--- src/rtl/alu_operand_stage.sv ---
// LC2K ID/EX operand stage: forwards, selects and registers ALU operands A/B plus store/compare data.
// One-cycle latency; load-use hazards and a held output both deassert in_ready, flush always consumes.
module alu_operand_stage #(
    parameter int DATA_W     = 32,
    parameter int OFFSET_W   = 16,
    parameter int REG_ADDR_W = 3,
    parameter int NUM_FWD    = 2,
    parameter int REG0_ZERO  = 1,
    parameter int CNT_W      = 16
) (
    input  logic                           clk,
    input  logic                           rst_n,
    input  logic                           flush,
    input  logic                           in_valid,
    output logic                           in_ready,
    input  logic [REG_ADDR_W-1:0]          in_regA_addr,
    input  logic [REG_ADDR_W-1:0]          in_regB_addr,
    input  logic [DATA_W-1:0]              in_regA_value,
    input  logic [DATA_W-1:0]              in_regB_value,
    input  logic [OFFSET_W-1:0]            in_offset,
    input  logic                           in_valb_sel,
    input  logic                           in_useA,
    input  logic                           in_useB,
    input  logic [NUM_FWD-1:0]             fwd_valid,
    input  logic [NUM_FWD*REG_ADDR_W-1:0]  fwd_dest,
    input  logic [NUM_FWD*DATA_W-1:0]      fwd_data,
    input  logic [NUM_FWD-1:0]             fwd_pending,
    output logic                           out_valid,
    input  logic                           out_ready,
    output logic [DATA_W-1:0]              out_alu_a,
    output logic [DATA_W-1:0]              out_alu_b,
    output logic [DATA_W-1:0]              out_regB,
    output logic [CNT_W-1:0]               stall_count
);

    localparam int EXT_W = DATA_W - OFFSET_W;

    typedef struct packed {
        logic              hit;
        logic              pend;
        logic [DATA_W-1:0] value;
    } fwdRes_t;

    // Lowest index wins, so a younger non-pending producer shadows an older pending one.
    function automatic fwdRes_t lookup(
        input logic [REG_ADDR_W-1:0]         addr,
        input logic [DATA_W-1:0]             regVal,
        input logic [NUM_FWD-1:0]            fv,
        input logic [NUM_FWD*REG_ADDR_W-1:0] fd,
        input logic [NUM_FWD*DATA_W-1:0]     fdat,
        input logic [NUM_FWD-1:0]            fp
    );
        fwdRes_t res;
        logic [DATA_W-1:0] hitData;
        res.hit  = 1'b0;
        res.pend = 1'b0;
        hitData  = '0;
        for (int i = NUM_FWD - 1; i >= 0; i--) begin
            if (fv[i] && (fd[i*REG_ADDR_W +: REG_ADDR_W] == addr)) begin
                res.hit  = 1'b1;
                res.pend = fp[i];
                hitData  = fdat[i*DATA_W +: DATA_W];
            end
        end
        if ((REG0_ZERO != 0) && (addr == '0)) begin
            res.hit   = 1'b0;
            res.pend  = 1'b0;
            res.value = '0;
        end else begin
            res.value = (res.hit && !res.pend) ? hitData : regVal;
        end
        return res;
    endfunction

    fwdRes_t           resA;
    fwdRes_t           resB;
    logic [DATA_W-1:0] extOffset;
    logic              hazard;
    logic              capture;

    always_comb begin
        resA = lookup(in_regA_addr, in_regA_value, fwd_valid, fwd_dest, fwd_data, fwd_pending);
        resB = lookup(in_regB_addr, in_regB_value, fwd_valid, fwd_dest, fwd_data, fwd_pending);
    end

    assign extOffset = {{EXT_W{in_offset[OFFSET_W-1]}}, in_offset};

    assign hazard = in_valid & ((in_useA & resA.hit & resA.pend) |
                                (in_useB & resB.hit & resB.pend));

    // Reset forces ready high so upstream never sees a stall while the stage is cleared.
    assign in_ready = !rst_n | flush | (!hazard & (!out_valid | out_ready));
    assign capture  = in_valid & in_ready & !flush;

    always_ff @(posedge clk or negedge rst_n) begin
        if (!rst_n) begin
            out_valid <= 1'b0;
            out_alu_a <= '0;
            out_alu_b <= '0;
            out_regB  <= '0;
        end else if (flush) begin
            out_valid <= 1'b0;
        end else if (capture) begin
            out_valid <= 1'b1;
            out_alu_a <= resA.value;
            out_alu_b <= in_valb_sel ? resB.value : extOffset;
            out_regB  <= resB.value;
        end else if (out_ready) begin
            out_valid <= 1'b0;
        end
    end

    always_ff @(posedge clk or negedge rst_n) begin
        if (!rst_n) begin
            stall_count <= '0;
        end else if (hazard && !flush && (stall_count != {CNT_W{1'b1}})) begin
            stall_count <= stall_count + CNT_W'(1);
        end
    end

endmodule

--- config.mk ---
export PLATFORM = sky130hd
export DESIGN_NAME = alu_operand_stage
export DESIGN_NICKNAME = d
export VERILOG_FILES = /design/src/rtl/alu_operand_stage.sv
export SDC_FILE = /design/constraint.sdc
export NUM_CORES = 1
export LEC_CHECK = 0
export ABC_AREA = 1
export ABC_CLOCK_PERIOD_IN_PS = 4400
export BUFFER_PORTS_ARGS = -buffer_cell sky130_fd_sc_hd__buf_2
export CAP_MARGIN = 0
export CORE_MARGIN = 2
export CORE_UTILIZATION = 25
export CTS_CLUSTER_SIZE = 40
export DETAILED_ROUTE_END_ITERATION = 8
export PLACE_DENSITY = 0.48
export SLEW_MARGIN = 20
export SYNTH_ARGS = -nofsm -noshare
export SYNTH_HDL_FRONTEND = slang
export SYNTH_SLANG_ARGS = --single-unit
--- constraint.sdc ---
create_clock -name clk -period 4.4 [get_ports clk]
set_input_delay 0.22 -clock clk [delete_from_list [all_inputs] [get_ports clk]]
set_output_delay 0.22 -clock clk [all_outputs]
set_load 0.1 [all_outputs]
==> results of run 1 <==
==> synthesized netlist by cell type, types with 3 or more instances <==
cell / number / share of area [%]
a21boi_0: 32 / 3.1
nand2_2: 4 / 0.32
nand2_4: 3 / 0.44
inv_1: 27 / 1.3
xor2_1: 10 / 1.1
nand3_1: 314 / 20
clkbuf_1: 43 / 2.1
nor2_1: 13 / 0.63
o21ai_0: 4 / 0.26
buf_6: 5 / 0.73
xnor2_1: 3 / 0.34
nor4_1: 4 / 0.32
buf_1: 10 / 0.49
inv_2: 7 / 0.34
dfrtp_1: 113 / 37
nor3_1: 3 / 0.19
nand2_1: 527 / 26
a21oi_1: 36 / 2.3
nor2_2: 3 / 0.24
buf_2: 28 / 1.8
==> final cells by class <==
| type | instances | area, sq um |
|---|---|---|
| fill | 3432 | 20600 |
| multi-input combinational | 965 | 4360 |
| sequential | 113 | 2830 |
| timing repair buffer | 299 | 1550 |
| tap | 396 | 495 |
| clock buffer | 18 | 439 |
| inverter | 35 | 131 |
| clock inverter | 14 | 109 |
| antenna | 15 | 37.5 |
==> registers in the layout, indices dropped and copies added (netlist names) <==
register     flops
out_alu_a       32
stall_count     16
out_regB        32
out_valid        1
out_alu_b       32
==> worst max-delay path, stage by stage <==
cell	delay [ps]
buf_2	120
inv_2	60
nand2_1	70
nand2_2	90
nor2_8	400
nand2_4	360
a21oi_1	360
nand2_1	90
nand2_1	120
nand2_1	100
nand2_2	80
nand2_4	60
or2_2	320
buf_2	300
==> logic make-up (layout without fill, tap and decap cells) <==
family / Yosys count / after routing
compound gates: 73 / 73
xor+xnor: 13 / 13
fa+ha+maj: 1 / 1
buf+inv: 122 / 366
flops: 113 / 113
other cells: 0 / 15
simple gates: 878 / 878
==> power by group <==
part / internal [uW] / switching (uW)
Combinational: 300 / 1520
Sequential: 1180 / 85.6
Clock: 741 / 581
==> per-layer routing <==
metal  up-vias  GRT usage [%]  routed length [um]
met2       347           33.0               15800
met3        58           5.13                2180
met4         6           8.85                1030
met5         -              0                  36
li1       4406              -                   -
met1      4193           28.1               15500
==> stage by stage <==
stage	util, %	instance area [sq um]	total power, uW	hold slack, ps
floorplan	-	7710	2690	-75.6
global placement	30.6	9350	3110	354
detailed placement	30.6	9350	3110	357
CTS	32.5	9910	4460	91.3
global route	32.6	9940	4620	101
finish	32.6	9950	4410	108
==> worst paths after layout <==
check	from	to	slack [ps]	cells after the start
setup / recovery	in_regA_addr[2]	in_ready	1400	14
setup reg to reg	stall_count[0]	stall_count[13]	1800	8
max in group asynchronous	rst_n	out_alu_b[12]	2600	3
hold / removal	flush	out_valid	110	2
min in group asynchronous	rst_n	out_alu_a[8]	430	2
hold reg to reg	out_alu_a[19]	out_alu_a[19]	460	2
==> layout by cell type, fill, tap and decap left out, drive strengths merged <==
cell type    Yosys  layout
a21boi          32      32
a21oi           36      36
and3             1       1
buf             44     298
clkbuf          43      18
clkinv           1       7
clkinvlp         0       5
dfrtp          113     113
diode            0      15
dlygate4sd3      0       1
ha               1       1
inv             34      37
nand2          534     534
nand3          314     314
nand3b           1       1
nand4            1       1
nor2            18      18
nor3             3       3
nor4             4       4
o21ai            5       5
or2              2       2
xnor2            3       3
xor2            10      10
==> results.sh, run 1 <==
export IMPL_status="completed"
export IMPL_dpl_hpwl_mm=25.3
export IMPL_wl_per_cell_um=18.6
export IMPL_path_class="input pin to output port"
export IMPL_synthXorXnorAreaFrac_pct=1.48
export IMPL_synthesis_area_sq_um=7710
export IMPL_maxCapViolCount=0
export IMPL_fp_dieH_um=180
export IMPL_drv_slew=0
export IMPL_required_ps=4180
export IMPL_drtIter0Drc=683
export IMPL_grt_pass1_wl_mm=52.9
export IMPL_drc=0
export IMPL_setup_violations=0
export IMPL_hp_class="input pin to register"
export IMPL_finalNonFillerCells=1855
export IMPL_grt_ovfl_total=0
export IMPL_io_buffers=281
export IMPL_insertion_delay_ps=430
export IMPL_cts_made_buffers=17
export IMPL_die_area_sq_um=32300
export IMPL_vias_per_cell=4.86
export IMPL_initial_utilization_pct=25.3
export IMPL_critical_path_arrival_ps=2780
export IMPL_endpoint_kind="output port"
export IMPL_ys_seq_area_share_pct=36.7
export IMPL_period_needed_ps=3000
export IMPL_gp_congestion=0.919
export IMPL_synth_ff_type="dfrtp_1"
export IMPL_grt_pass1_vias=8780
export IMPL_synth_edf_count=0
export IMPL_yosys_area_share_simple_pct=49.0
export IMPL_syn_mean_instance_area_sq_um=6.43
export IMPL_crit_fanout=35
export IMPL_synth_top_family_by_area="simple AND/OR/NAND/NOR gates"
export IMPL_cts_buffer_depth=2
export IMPL_post_cts_buffers=0
export IMPL_async_flop_share_pct=100
export IMPL_rows=64
export IMPL_postCtsResizedCells=0
export IMPL_powerDensity_nw_per_um2=443
export IMPL_drt_first_pass_iters=5
export IMPL_setup_slack_ps=1400
export IMPL_tightest_slew_ps=1150
export IMPL_ant_nets=0
export IMPL_nets=1600
export IMPL_synth_nets=1369
export IMPL_grtUsageTotal_pct=21.2
export IMPL_grt_setup_unrepaired="false"
export IMPL_ys_types=30
export IMPL_synth_compound_area_share_pct=5.77
export IMPL_die_w_um=180
export IMPL_grt_max_degree=97
export IMPL_yosysWarningCount=0
export IMPL_h_tree_depth=4
export IMPL_max_clock_freq_mhz=333
export IMPL_clock_root_buffer="clkbuf_16"
export IMPL_cts_tree="done"
export IMPL_tns_ps=0
export IMPL_startpoint_type="input pin"
export IMPL_worst_ir_drop_vdd_uv=227
export IMPL_coreArea_sq_um=30500
export IMPL_hold_viol_final=0
export IMPL_pre_cts_ws_ps=1010
export IMPL_io_pins=282
export IMPL_total_leakage_power_uw=0.00567
export IMPL_clk_pin_slew_worst_paths_ps=60
export IMPL_synth_mux_area_fraction_pct=0
export IMPL_drive_gt1_share_pct=24.4
export IMPL_finClkSkew_ps=15.6
export IMPL_place_inst=1807
export IMPL_fin_crit_sh_pct=68.2
export IMPL_dr_total_vias=9010
export IMPL_maxSlewHeadroom_pct=23.3
export IMPL_cts_hold_buffers=1
export IMPL_routed_wirelength_mm=34.5
export IMPL_syn_to_final_growth_pct=28.9
export IMPL_synthCells=1200
export IMPL_antenna_found_initial=18
export IMPL_cts_sinks=113
export IMPL_ys_ff_latch=113
export IMPL_synth_fa_ha_area_share_pct=0.162
Note: power is estimated with default switching activity, not from simulation.
==> inputs of run 2 (changes only) <==
- ABC_CLOCK_PERIOD_IN_PS: 4400 -> 3000
- clock period: 4.4 -> 3 ns (I/O delays scaled with it)
==> results.sh, run 2 (synthesis results as in run 1) <==
export IMPL_status="completed"
export IMPL_h_tree_depth=4
export IMPL_hold_viol_final=0
export IMPL_grt_setup_unrepaired="false"
export IMPL_drive_gt1_share_pct=24.8
export IMPL_dr_total_vias=9000
export IMPL_antenna_found_initial=15
export IMPL_clock_root_buffer="clkbuf_16"
export IMPL_wl_per_cell_um=18.8
export IMPL_path_class="input pin to output port"
export IMPL_startpoint_type="input pin"
export IMPL_cts_made_buffers=17
export IMPL_powerDensity_nw_per_um2=654
export IMPL_die_area_sq_um=32300
export IMPL_insertion_delay_ps=420
export IMPL_io_buffers=281
export IMPL_drc=0
export IMPL_io_pins=282
export IMPL_endpoint_kind="output port"
export IMPL_clk_pin_slew_worst_paths_ps=60
export IMPL_crit_fanout=18
export IMPL_nets=1611
export IMPL_fp_dieH_um=180
export IMPL_drv_slew=0
export IMPL_die_w_um=180
export IMPL_reg_top3="out_alu_a (32), out_alu_b (32), out_regB (32)"
export IMPL_ff2ff_path_depth=9
export IMPL_vias_per_cell=4.84
export IMPL_rows=64
export IMPL_cts_sinks=113
export IMPL_initial_utilization_pct=25.3
export IMPL_total_leakage_power_uw=0.00574
export IMPL_cts_buffer_depth=2
export IMPL_postCtsResizedCells=0
export IMPL_cts_tree="done"
export IMPL_final_cell_mix="527 x nand2_1, 314 x nand3_1, 280 x buf_2"
export IMPL_grt_pass1_wl_mm=53.2
export IMPL_fin_crit_sh_pct=79.1
export IMPL_tns_ps=0
export IMPL_hp_class="input pin to register"
export IMPL_maxCapViolCount=0
export IMPL_gp_congestion=0.893
export IMPL_grt_ovfl_total=0
export IMPL_setup_violations=0
export IMPL_drt_first_pass_iters=5
export IMPL_ant_nets=0
export IMPL_critical_path_arrival_ps=2220
export IMPL_coreArea_sq_um=30500
export IMPL_syn_to_final_growth_pct=30.7
export IMPL_required_ps=2850
export IMPL_period_needed_ps=2370
export IMPL_tightest_slew_ps=1090
export IMPL_routed_wirelength_mm=35.0
export IMPL_grtUsageTotal_pct=21.3
export IMPL_finClkSkew_ps=9.90
export IMPL_grt_pass1_vias=8678
export IMPL_worst_ir_drop_vdd_uv=360
export IMPL_post_cts_buffers=0
export IMPL_whs_path_depth=4
export IMPL_grt_max_degree=98
export IMPL_utilization_pct=33.0
export IMPL_drtIter0Drc=695
export IMPL_final_common_cell="nand2_1"
export IMPL_maxSlewHeadroom_pct=27.1
export IMPL_dpl_hpwl_mm=25.6
export IMPL_max_clock_freq_mhz=421
run 2: power breakdown:
part	total [uW]	switching, uW	internal, uW
logic	2700	2240	455
clock network	2030	885	1150
registers	1860	131	1730
run 2: final timing paths:
check | start | end | slack (ps)
worst max-delay path | in_regB_addr[2] | in_ready | 630
worst min-delay path | out_ready | out_valid | 20
worst max register to register | stall_count[0] | stall_count[6] | 900
worst min register to register | out_regB[16] | out_regB[16] | 470
max in group asynchronous | rst_n | out_alu_b[11] | 1820
min in group asynchronous | rst_n | out_alu_a[6] | 490
run 2: critical path, cell delays in order:
cell	delay [ps]
buf_2	120
inv_2	50
nand2_1	50
nand2_1	60
nor2_1	130
nand2_2	250
inv_2	120
nand2_1	70
nand2_1	60
nand2_1	60
nand2_1	200
nand2_1	140
nand2_2	100
nand2_4	80
or2_2	270
buf_2	290
run 2: layout make-up:
type | count | area, sq um
clock inverter | 14 | 134
antenna | 11 | 27.5
sequential | 113 | 2830
timing repair buffer | 310 | 1680
fill | 3406 | 20400
multi-input combinational | 965 | 4360
inverter | 35 | 131
tap | 396 | 495
clock buffer | 17 | 425
run 2: repair_timing:
action | CTS | global route
hold buffers | 2 | 0
setup endpoints to repair | 0 | 0
hold endpoints to repair | 49 | 0
run 2: stage by stage:
| stage | instances | total power, uW | hold slack (ps) | cell area, sq um | setup WS [ps] |
|---|---|---|---|---|---|
| after floorplan | 1200 | 3940 | -146 | 7710 | 384 |
| after global placement | 1817 | 4590 | 420 | 9480 | 489 |
| after detailed placement | 1817 | 4590 | 420 | 9480 | 451 |
| after CTS | 1850 | 6680 | 5.19 | 10100 | 620 |
| after global routing | 1860 | 6880 | 45.4 | 10100 | 449 |
| final | 1861 | 6590 | 24.3 | 10100 | 626 |
run 2: per-layer routing:
layer	track usage [%]	part of all wire [%]
met4	8.26	2.6
met1	29.0	45
met2	33.0	45
met3	4.72	6.8
met5	0	0.17
==> inputs of run 3 (changes only) <==
- ABC_AREA: 1 -> 0
- ABC_CLOCK_PERIOD_IN_PS: 3000 -> 1930
- PLACE_DENSITY: 0.48 -> 0.52
- clock period: 3 -> 1.93 ns (I/O delays scaled with it)
==> results.sh, run 3 <==
export IMPL_pre_cts_ws_ps=-574
export IMPL_synth_edf_count=0
export IMPL_reg2reg_from="stall_count[0]"
export IMPL_synth_nets=770
export IMPL_insertion_delay_ps=410
export IMPL_ys_types=39
export IMPL_ant_nets=0
export IMPL_maxCapViolCount=0
export IMPL_r2r_end="stall_count[1]"
export IMPL_grt_setup_unrepaired="true"
export IMPL_drc=0
export IMPL_synth_top_area_share_pct=44.9
export IMPL_power_uw=12400
export IMPL_startpoint="fwd_dest[1]"
export IMPL_final_cell_mix="279 x buf_2, 97 x dfrtp_1, 73 x nor2_1"
export IMPL_whs_ps=88.5
export IMPL_h_tree_depth=4
export IMPL_critPathSlowestCell="or4_1"
export IMPL_io_pins=282
export IMPL_hp_class="input pin to register"
export IMPL_grt_pass1_vias=6571
export IMPL_powerDensity_nw_per_um2=1270
export IMPL_tightest_slew_ps=588
export IMPL_total_leakage_power_uw=0.00479
export IMPL_cts_made_buffers=17
export IMPL_synthCells=601
export IMPL_setup_violations=0
export IMPL_cts_sinks=113
export IMPL_grt_pass1_wl_mm=38.6
export IMPL_worst_ir_drop_vdd_uv=649
export IMPL_clk_pin_slew_worst_paths_ps=60
export IMPL_required_ps=2220
export IMPL_syn_mean_instance_area_sq_um=10.5
export IMPL_die_area_sq_um=26500
export IMPL_dpl_hpwl_mm=19.3
export IMPL_crit_fanout=20
export IMPL_clock_root_buffer="clkbuf_16"
export IMPL_finClkSkew_ps=6.31
export IMPL_endpoint_kind="register"
export IMPL_fin_crit_sh_pct=99.0
export IMPL_cts_buffer_depth=2
export IMPL_startpoint_type="input pin"
export IMPL_max_clock_freq_mhz=524
export IMPL_period_needed_ps=1910
export IMPL_drv_slew=0
export IMPL_die_w_um=163
export IMPL_fp_dieH_um=163
export IMPL_grtUsageTotal_pct=19.3
export IMPL_yosys_area_top_type="dfrtp_1"
export IMPL_antenna_found_initial=5
export IMPL_drive_gt1_share_pct=57.0
export IMPL_drtIter0Drc=419
export IMPL_ys_ff_latch=113
export IMPL_wl_per_cell_um=20.2
export IMPL_cp_cell_sequence="buf_2 > xor2_4 > or4_1 > o31a_2 > buf_12 > a221oi_1 > nor3_1 > mux2_2"
export IMPL_maxSlewHeadroom_pct=61.1
export IMPL_ff2ff_path_depth=6
export IMPL_path_class="input pin to register"
export IMPL_grt_max_degree=80
export IMPL_dr_total_vias=6402
export IMPL_synth_ff_type="dfrtp_1"
export IMPL_yosysWarningCount=0
export IMPL_ys_top_cells_by_count="113 x dfrtp_1, 76 x nor2_1, 69 x mux2_2, 68 x nor3_1, 64 x a221oi_1"
export IMPL_cts_tree="done"
export IMPL_ys_top_cells_by_area="dfrtp_1 45%, mux2_2 12%, a221oi_1 8.9%, nor3_1 5.4%, mux2_1 5.2%"
export IMPL_synthesis_area_sq_um=6290
export IMPL_io_buffers=281
export IMPL_nets=1111
export IMPL_rows=58
export IMPL_setup_slack_ps=20.0
export IMPL_syn_to_final_growth_pct=55.2
export IMPL_status="completed"
export IMPL_coreArea_sq_um=25000
export IMPL_gp_congestion=0.811
export IMPL_yosys_cell_count_top_type="dfrtp_1"
export IMPL_cp_slowest_stage_delay_ps=550
export IMPL_r2r_slack_ps=120
export IMPL_hold_viol_final=0
export IMPL_ys_seq_area_share_pct=44.9
export IMPL_fillers=2575
export IMPL_final_common_cell="buf_2"
export IMPL_initial_utilization_pct=25.2
export IMPL_async_flop_share_pct=100
export IMPL_grt_ovfl_total=0
export IMPL_drt_first_pass_iters=5
export IMPL_vias_per_cell=4.97
export IMPL_critical_path_arrival_ps=2200
export IMPL_crit_end="out_regB[4]"
export IMPL_reg_top3="out_alu_a (32), out_alu_b (32), out_regB (32)"
export IMPL_routed_wirelength_mm=26.0
[run 3: cell count changes in the layout (fill, tap and decap cells not counted), moves of 61 or more]
cell      delta
mux2_2      +62
nor2_1      +61
nand3_1    -313
nor3_1      +64
nand2_1    -520
a221oi_1    +63
[run 3: cells by family (layout without fill, tap and decap cells)]
family / Yosys count / count (layout) / synth area share, %
flops: 113 / 113 / 44.9
buf+inv: 70 / 424 / 4.71
xor+xnor: 27 / 27 / 3.76
other cells: 0 / 4 / 0
simple gates: 186 / 186 / 14.3
mux: 99 / 99 / 17.7
fa+ha+maj: 1 / 1 / 0.199
compound gates: 105 / 105 / 14.4
[run 3: worst min-delay path by stage]
stage                                  from             end  slack (ps)  depth (start not counted)
after global routing      in_regB_value[10]    out_regB[10]          90                          4
after CTS                     in_offset[12]   out_alu_b[12]          70                          4
after global placement                rst_n  stall_count[1]         250                          2
after floorplan                       rst_n    out_alu_a[0]        -200                          0
after detailed placement              rst_n  stall_count[1]         220                          2
final                          in_offset[7]    out_alu_b[7]          90                          4
[run 3: what timing repair did]
action | 4_1_cts | 5_1_grt
gates resized for setup | 10 | 16
hold buffers | 3 | 0
endpoints found under the hold margin | 114 | 0
setup endpoints to repair | 19 | 68
setup buffers | 2 | 7
pin swaps | 0 | 14
[run 3: power breakdown]
group / leakage, uW / internal [uW] / switching (uW) / total [uW]
logic: 0.00317 / 1370 / 4880 / 6250
registers: 0.00136 / 2890 / 289 / 3180
clock network: 0.000256 / 1690 / 1270 / 2960
[run 3: cell type report]
type / instances / area [sq um] / area share [%]
tap: 330 / 413 / 4.23
sequential: 113 / 2860 / 29.3
clock buffer: 18 / 439 / 4.50
inverter: 19 / 71.3 / 0.730
antenna: 4 / 10.0 / 0.102
multi-input combinational: 418 / 3510 / 35.9
clock inverter: 14 / 109 / 1.11
timing repair buffer: 373 / 2350 / 24.1
[run 3: routing by layer]
| layer | GRT usage (%) | vias up | part of all wire [%] |
|---|---|---|---|
| met4 | 7.52 | 4 | 2.7 |
| met2 | 31.1 | 261 | 46 |
| met1 | 24.4 | 3140 | 44 |
| li1 | - | 2956 | - |
| met5 | 0 | - | 0.096 |
| met3 | 5.83 | 41 | 7.3 |
[run 3: per-stage QoR]
stage	TNS, ps	cell area [sq um]	std cells	utilization, %
finish	0	9770	1289	39.1
global route	-746	9760	1287	39.1
CTS	-77.3	9630	1278	38.6
detailed placement	-38650	8970	1241	35.9
global placement	-35340	8970	1241	35.9
floorplan	-19160	6540	601	-
[run 3: worst max-delay path: cells and delay by family]
kind / cells / cell delay [ps]
simple gates: 2 / 710
mux: 1 / 290
buf+inv: 2 / 330
compound gates: 2 / 580
xor+xnor: 1 / 190
